<file path="src/rtl/tlv5618_pkg.sv">
// ---------------------------------------------------------------------------
// tlv5618_pkg : command-word layout, R1R0 codes and FSM states for tlv5618_ctrl
// Revision    : 1.0
// ---------------------------------------------------------------------------
`default_nettype none

package tlv5618_pkg;

  localparam int BIT_R1   = 15;
  localparam int BIT_SPD  = 14;
  localparam int BIT_PWR  = 13;
  localparam int BIT_R0   = 12;
  localparam int BIT_DMSB = 11;

  localparam logic [1:0] CMD_BUF   = 2'b01;
  localparam logic [1:0] CMD_A_UPD = 2'b10;

  typedef enum logic [2:0] {
    ST_IDLE   = 3'd0,
    ST_SEND_B = 3'd1,
    ST_WAIT_B = 3'd2,
    ST_SEND_A = 3'd3,
    ST_WAIT_A = 3'd4
  } state_e;

  function automatic logic [15:0] build_cmd(input logic [1:0]  cmd,
                                            input logic        spd,
                                            input logic        pwr,
                                            input logic [11:0] data);
    logic [15:0] w;
    w              = '0;
    w[BIT_R1]      = cmd[1];
    w[BIT_SPD]     = spd;
    w[BIT_PWR]     = pwr;
    w[BIT_R0]      = cmd[0];
    w[BIT_DMSB:0]  = data;
    return w;
  endfunction

endpackage

`default_nettype wire

</file>
<file path="src/rtl/tlv5618_ctrl.sv">
// ---------------------------------------------------------------------------
// tlv5618_ctrl : sequences a channel pair into buffer-B then A+update commands
//                for tlv5618_driver. Optional macro: TLV5618_AUTO_REFRESH_EN.
// Revision     : 1.0
// ---------------------------------------------------------------------------
`default_nettype none

module tlv5618_ctrl
  import tlv5618_pkg::*;
#(
  parameter bit          SPD_FAST       = 1'b1,
  parameter int unsigned REFRESH_CYCLES = 50_000
) (
  input  logic        clk,
  input  logic        rst_n,
  input  logic        in_valid,
  output logic        in_ready,
  input  logic [11:0] ch_a,
  input  logic [11:0] ch_b,
  input  logic        pwr_down,
  output logic [15:0] DAC_data,
  output logic        set_go,
  input  logic        set_done,
  output logic        busy,
  output logic [15:0] upd_cnt
);

  state_e      state_q, state_d;
  logic [11:0] a_q, a_d;
  logic [11:0] b_q, b_d;
  logic        pwr_q, pwr_d;
  logic [15:0] dac_q, dac_d;
  logic        go_q, go_d;
  logic        ready_q, ready_d;
  logic        busy_q, busy_d;
  logic [15:0] cnt_q, cnt_d;
  logic        refresh_due;

`ifdef TLV5618_AUTO_REFRESH_EN
  localparam int RW = $clog2(REFRESH_CYCLES);

  logic [RW-1:0] rf_q, rf_d;

  assign refresh_due = (state_q == ST_IDLE) && (rf_q == RW'(REFRESH_CYCLES - 1));

  // Counts only while idling; any departure from IDLE restarts the period.
  always_comb begin
    rf_d = '0;
    if ((state_q == ST_IDLE) && (state_d == ST_IDLE)) begin
      rf_d = rf_q + 1'b1;
    end
  end

  always_ff @(posedge clk or negedge rst_n) begin
    if (!rst_n) begin
      rf_q <= '0;
    end else begin
      rf_q <= rf_d;
    end
  end
`else
  logic unused_cfg;
  assign unused_cfg  = (REFRESH_CYCLES >= 2);
  assign refresh_due = 1'b0;
`endif

  always_comb begin
    state_d = state_q;
    a_d     = a_q;
    b_d     = b_q;
    pwr_d   = pwr_q;
    dac_d   = dac_q;
    go_d    = 1'b0;
    cnt_d   = cnt_q;

    case (state_q)
      ST_IDLE: begin
        if (in_valid && ready_q) begin
          a_d     = ch_a;
          b_d     = ch_b;
          pwr_d   = pwr_down;
          state_d = ST_SEND_B;
        end else if (refresh_due) begin
          state_d = ST_SEND_B;
        end
      end
      ST_SEND_B: state_d = ST_WAIT_B;
      ST_WAIT_B: if (set_done) state_d = ST_SEND_A;
      ST_SEND_A: state_d = ST_WAIT_A;
      ST_WAIT_A: begin
        if (set_done) begin
          cnt_d   = cnt_q + 16'd1;
          state_d = ST_IDLE;
        end
      end
      default: state_d = ST_IDLE;
    endcase

    // Outputs are registered from the next state so the word and go pulse
    // appear together in the SEND_x cycle and stay put through WAIT_x.
    if (state_d == ST_SEND_B) begin
      dac_d = build_cmd(CMD_BUF, SPD_FAST, pwr_d, b_d);
      go_d  = 1'b1;
    end else if (state_d == ST_SEND_A) begin
      dac_d = build_cmd(CMD_A_UPD, SPD_FAST, pwr_d, a_d);
      go_d  = 1'b1;
    end

    ready_d = (state_d == ST_IDLE);
    busy_d  = !ready_d;
  end

  always_ff @(posedge clk or negedge rst_n) begin
    if (!rst_n) begin
      state_q <= ST_IDLE;
      a_q     <= '0;
      b_q     <= '0;
      pwr_q   <= 1'b0;
      dac_q   <= '0;
      go_q    <= 1'b0;
      ready_q <= 1'b1;
      busy_q  <= 1'b0;
      cnt_q   <= '0;
    end else begin
      state_q <= state_d;
      a_q     <= a_d;
      b_q     <= b_d;
      pwr_q   <= pwr_d;
      dac_q   <= dac_d;
      go_q    <= go_d;
      ready_q <= ready_d;
      busy_q  <= busy_d;
      cnt_q   <= cnt_d;
    end
  end

  assign in_ready = ready_q;
  assign busy     = busy_q;
  assign set_go   = go_q;
  assign DAC_data = dac_q;
  assign upd_cnt  = cnt_q;

endmodule

`default_nettype wire

</file>
<file path="config.mk">
export PLATFORM = sky130hd
export DESIGN_NAME = tlv5618_ctrl
export DESIGN_NICKNAME = d
export VERILOG_FILES = /design/src/rtl/tlv5618_pkg.sv /design/src/rtl/tlv5618_ctrl.sv
export SDC_FILE = /design/constraint.sdc
export NUM_CORES = 1
export LEC_CHECK = 0
export ABC_AREA = 1
export BUFFER_PORTS_ARGS = -buffer_cell sky130_fd_sc_hd__buf_2
export CAP_MARGIN = 20
export CELL_PAD_IN_SITES_DETAIL_PLACEMENT = 0
export CELL_PAD_IN_SITES_GLOBAL_PLACEMENT = 2
export CORE_MARGIN = 10
export CORE_UTILIZATION = 31
export DETAILED_ROUTE_END_ITERATION = 8
export PLACE_DENSITY = 0.84
export SKIP_CTS_REPAIR_TIMING = 1
export SLEW_MARGIN = 20
export SYNTH_ARGS = -nofsm -noshare
export SYNTH_HDL_FRONTEND = slang
export SYNTH_SLANG_ARGS = --single-unit
</file>
<file path="constraint.sdc">
create_clock -name clk -period 2.2 [get_ports clk]
set_input_delay 0.44 -clock clk [delete_from_list [all_inputs] [get_ports clk]]
set_output_delay 0.44 -clock clk [all_outputs]
set_load 0.005 [all_outputs]
</file>
Word level (Yosys, flattened, before mapping)
Cells that the tools add are included.

word-level totals
  flip-flop bits (word level) = 63
  input port bits = 29
  output and inout bits = 35

operators by class
  add/subtract/negate cells = 1
  equality and inequality tests = 6
  mux-type cells = 14
  reduce and logical (&&, ||, !) cells = 6

operator list
  operator               number
  $mux 12                4
  $mux 16                2
  $add 16x1->16 const B  1
  $pmux 3 s5             1
  $eq 3x2->1 const B     3
  $mux 3                 3
  $eq 3x1->1 const B     2
  $logic_not 3->1        2
  $mux 1                 4
  $eq 3x3->1 const B     1
  $reduce_and 2->1       1
  $reduce_bool 2->1      1
  $logic_and 1x1->1      1
  $logic_not 1->1        1

Logic depth before layout (Yosys ltp)
  word-level depth = 6
  depth in mapped cells = 9
  depth with buffers taken out = 9

Least setup slack after synthesis
No wires, ideal clock.

  path type = register to register
  start = register ready_q (netlist: in_ready)
  end = register dac_q[3] (netlist: DAC_data[3])
  library setup time = 123 ps
  arrival = 1213 ps
  path slack = 864 ps
  stages on the path, launching flop included = 9
  path buffers = 1
  cell sequence = dfstp_2 -> nand2_1 -> nor2_2 -> nand2_4 -> inv_2 -> buf_4 -> nor2_1 -> o21ai_0 -> nand2_1

on the way
  word-level cells in the longest chain between the ends = 5

ends and longest elaborated chain
  element                                              RTL line             text
  from (decl)                                          tlv5618_ctrl.sv:34   logic ready_q, ready_d;
  from (signal assigned)                               tlv5618_ctrl.sv:131  ready_q <= ready_d;
  $logic_and 1x1->1 *                                  tlv5618_ctrl.sv:78   if (in_valid && ready_q) begin
  $mux 3 / $mux 12 (equally long branches)             tlv5618_ctrl.sv:78
  $pmux 3 s5 / $mux 12 (equally long branches)         tlv5618_ctrl.sv:76   case (state_q)
  $eq 3x1->1 (tied with other cells)                   tlv5618_ctrl.sv:101  if (state_d == ST_SEND_B) begin
  $mux 16 / $reduce_bool 2->1 (equally long branches)  n/a
  to (signal assigned)                                 tlv5618_ctrl.sv:119  dac_q <= '0;
  to (signal assigned)                                 tlv5618_ctrl.sv:129  dac_q <= dac_d;
  to (decl)                                            tlv5618_ctrl.sv:32   logic [15:0] dac_q, dac_d;

Mark *: on every way between the ends. The rest lies on a longest branch, timed or not. The select of a mux whose other input is x is not followed.
A chain may end at the register's enable or synchronous reset.

Worst setup path in the final report
  start = register ready_q (netlist: in_ready)
  end = register dac_q[0] (netlist: DAC_data[0])

Same word-level chain as after synthesis.

==> impl_metrics.toml <==
[route]
wirelength_um = 5649
drtIter0Drc = 27
drtPass1Iterations = 4
viasPerCell = 4.251
vias = 1913
post_drt_wl_per_cell_um = 12.55
postRouteAntennaNets = 0
wl_met3_um = 379
drc_errors = 0
dr_wl_met2_um = 2628
drt-met1-wl_um = 2605
route.top_layer_used = "met4"

[critical_path]
r2r_cells = 7
crit_path_end_kind = "flip-flop"
rrSetupSlack_ns = 0.49
critPathLaunchType = "flip-flop"
r2r_end = "DAC_data[0]"
r2r_start = "in_ready"
critical_path_buf_inv_count = 1
slowest_delay_ns = 0.53
path_delay_family = "flip-flops"
crit_slowest_cell = "dfstp_2"
critPathKind = "flip-flop to flip-flop"
cp.arrival_ns = 1.90
crit_path_cell_trace = "nand2_1, nor2_2, nand2_4, inv_2, nor2_1, o21ai_0, nand2_1"
critPathRequiredTime_ns = 2.39
cp_max_fo = 33
crit_top_cell = "nand2_1"

[power]
power.share.switching_pct = 36.81
powerDensity_mw_per_mm2 = 1119
p_leak_uw = 0.001499
p_int_uw = 1998
p_switching_uw = 1164
seqPwrFrac_pct = 48.0
p_comb_share_pct = 34.8
power_frac_clock_pct = 17.2
ir_worst_vdd_mv = 0.4242

[grt]
grt-ovfl-total = 0
grt_pass1_vias = 2082
grt_max_degree = 34
grt_pass1_wl_um = 9867
grt_usage_pct = 10.48
grt_antenna_before_repair = 0

[logic_synthesis]
synth_seq_cells = 51
synthesis.nets = 316
yosysWarnings = 0
synth_flop_cell = "dfrtp_1"
synthMuxAreaShare_pct = 0
synth_cell_types = 23
synthAdderAreaFrac_pct = 0.5423
synthSimpleGateAreaFrac_pct = 27.49
ys_seq_area_share_pct = 55.37
synth_top_family_by_area = "simple AND/OR/NAND/NOR gates"
syn-cell-area_mm2 = 0.002307
async_reset_ff_share_pct = 100.0
synth_edf_count = 0
syn_avg_cell_area_um2 = 8.067
synth_compound_area_share_pct = 6.128
synth-xor-area-share_pct = 3.037
syn_inst = 286

[floorplanning]
die_h_um = 106.3
ios = 64
die_area_mm2 = 0.01129
fp.dieW_um = 106.3
start_util_pct = 31.81
rows = 31
core_mm2 = 0.007253

[finish]
n_fill_cell = 787
fin_util_pct = 38.95
drive_above_1_share_pct = 22.79
seq_area_mm2 = 0.001277
multi_input_area_um2 = 858.3
syn2layout_area_growth_pct = 22.45
final_cell_area_mm2 = 0.002825
stdcell_count = 450
final_net_count = 381
diodes = 0

[timing]
fin_setup_tns_ns = 0
timing.final.crit_period_ns = 1.707
setup_viol = 0
drv_slew = 0
hold_ws_ns = 0.1252
min_period_over_period_pct = 77.57
rsz0062_at_grt = "false"
fmax_mhz = 586.0
slew_headroom_pct = 62.68
skew_ns = 0.005285
hold_violations = 0
worst_slew_pin_slew_ns = 0.5599

[flow_run]
maxCapViolCount = 0

[placement]
dpl_cell_area_mm2 = 0.002738
gp_congestion = 0.7391
place.port_buffers = 63
place_hpwl_um = 4272
placed_cells = 443

[cts]
insertion_delay_ns = 0.30
htree_levels = 2
cts_root_buf = "clkbuf_8"
cts_tree = "yes"
cts_buffer_depth = 2
clk_pin_slew_worst_paths_ns = 0.09
numClockSinks = 51
cts_buffers = 5

[status]
status = "finished, final reports clean"

[hold_path]
hp-class = "primary input to async pin"
-- power by group through the flow --
| stage | registers, uW | logic [uW] | clock network (uW) |
|---|---|---|---|
| 5_1_grt | 1560 | 1300 | 619 |
| 4_1_cts | 1520 | 1130 | 584 |
| 3_5_place_dp | 1540 | 1130 | 0 |
| 3_3_place_gp | 1540 | 1110 | 0 |
| 6_report | 1520 | 1100 | 545 |
| 2_1_floorplan | 1530 | 687 | 0 |
-- synthesized netlist by cell type, types with 2 or more instances --
| cell type | number | area, um2 |
|---|---|---|
| buf_4 | 2 | 15.01 |
| nand2_1 | 101 | 379.1 |
| nand3_1 | 6 | 30.03 |
| dfrtp_1 | 50 | 1251 |
| o21ai_0 | 21 | 105.1 |
| xor2_1 | 3 | 26.28 |
| nor2_1 | 38 | 142.6 |
| nor3_1 | 2 | 10.01 |
| inv_1 | 32 | 120.1 |
| a31oi_1 | 5 | 31.28 |
| nand4_1 | 4 | 25.02 |
| nor2_2 | 3 | 18.77 |
| buf_2 | 5 | 25.02 |
| xnor2_1 | 5 | 43.79 |
-- state kept, by name (all words and copies together) (netlist names) --
register and count:
in_ready 1, set_go 1, DAC_data 16, a_q 12
pwr_q 1, busy 1, upd_cnt 16, state_q 3
-- worst max-delay path by stage --
stage | from | slack (ns) | depth (start not counted) | to
5_1_grt | in_ready | 0.30 | 7 | DAC_data[7]
3_5_place_dp | in_valid | 0.46 | 8 | DAC_data[0]
6_report | in_ready | 0.49 | 7 | DAC_data[0]
3_3_place_gp | in_valid | 0.48 | 8 | DAC_data[0]
2_1_floorplan | in_ready | 0.86 | 8 | DAC_data[3]
4_1_cts | in_ready | 0.45 | 7 | DAC_data[0]
-- cell usage in the layout (no fill, tap or decap), drive strengths merged --
cell type    n
a21oi        1
a31oi        5
buf         66
clkbuf       6
clkinv       2
dfrtp       50
dfstp        1
ha           1
inv         33
nand2      102
nand3        6
nand4        4
nor2        42
nor3         2
o21ai       21
or2          1
xnor2        5
xor2         3
-- routing by layer --
metal / GRT usage, % / vias to the layer above
li1: - / 997
met1: 12.76 / 867
met2: 16.96 / 45
met3: 4.167 / 4
met4: 2.611 / 0
met5: 0 / -
-- through the flow --
step,total power [uW],setup slack [ns]
2_1_floorplan,2213,0.8641
3_3_place_gp,2657,0.4767
3_5_place_dp,2669,0.4628
4_1_cts,3242,0.4491
5_1_grt,3486,0.2975
6_report,3161,0.4934
-- kinds of logic after synthesis --
| family | Yosys count |
|---|---|
| AO/OA/AOI/OAI | 27 |
| XOR/XNOR | 8 |
| adder cells (fa/ha/maj) | 1 |
| buffers and inverters | 42 |
| flip-flops | 51 |
| AND/OR/NAND/NOR | 157 |
-- layout make-up --
type                            instances  area share, %
Clock inverter                          1         0.1771
Multi-Input combinational cell        193          30.38
Timing Repair Buffer                   66          12.40
Inverter                               34          4.517
Clock buffer                            6          2.923
Sequential cell                        51          45.22
Tap cell                               99          4.384
(Power assumes the default switching activity.)
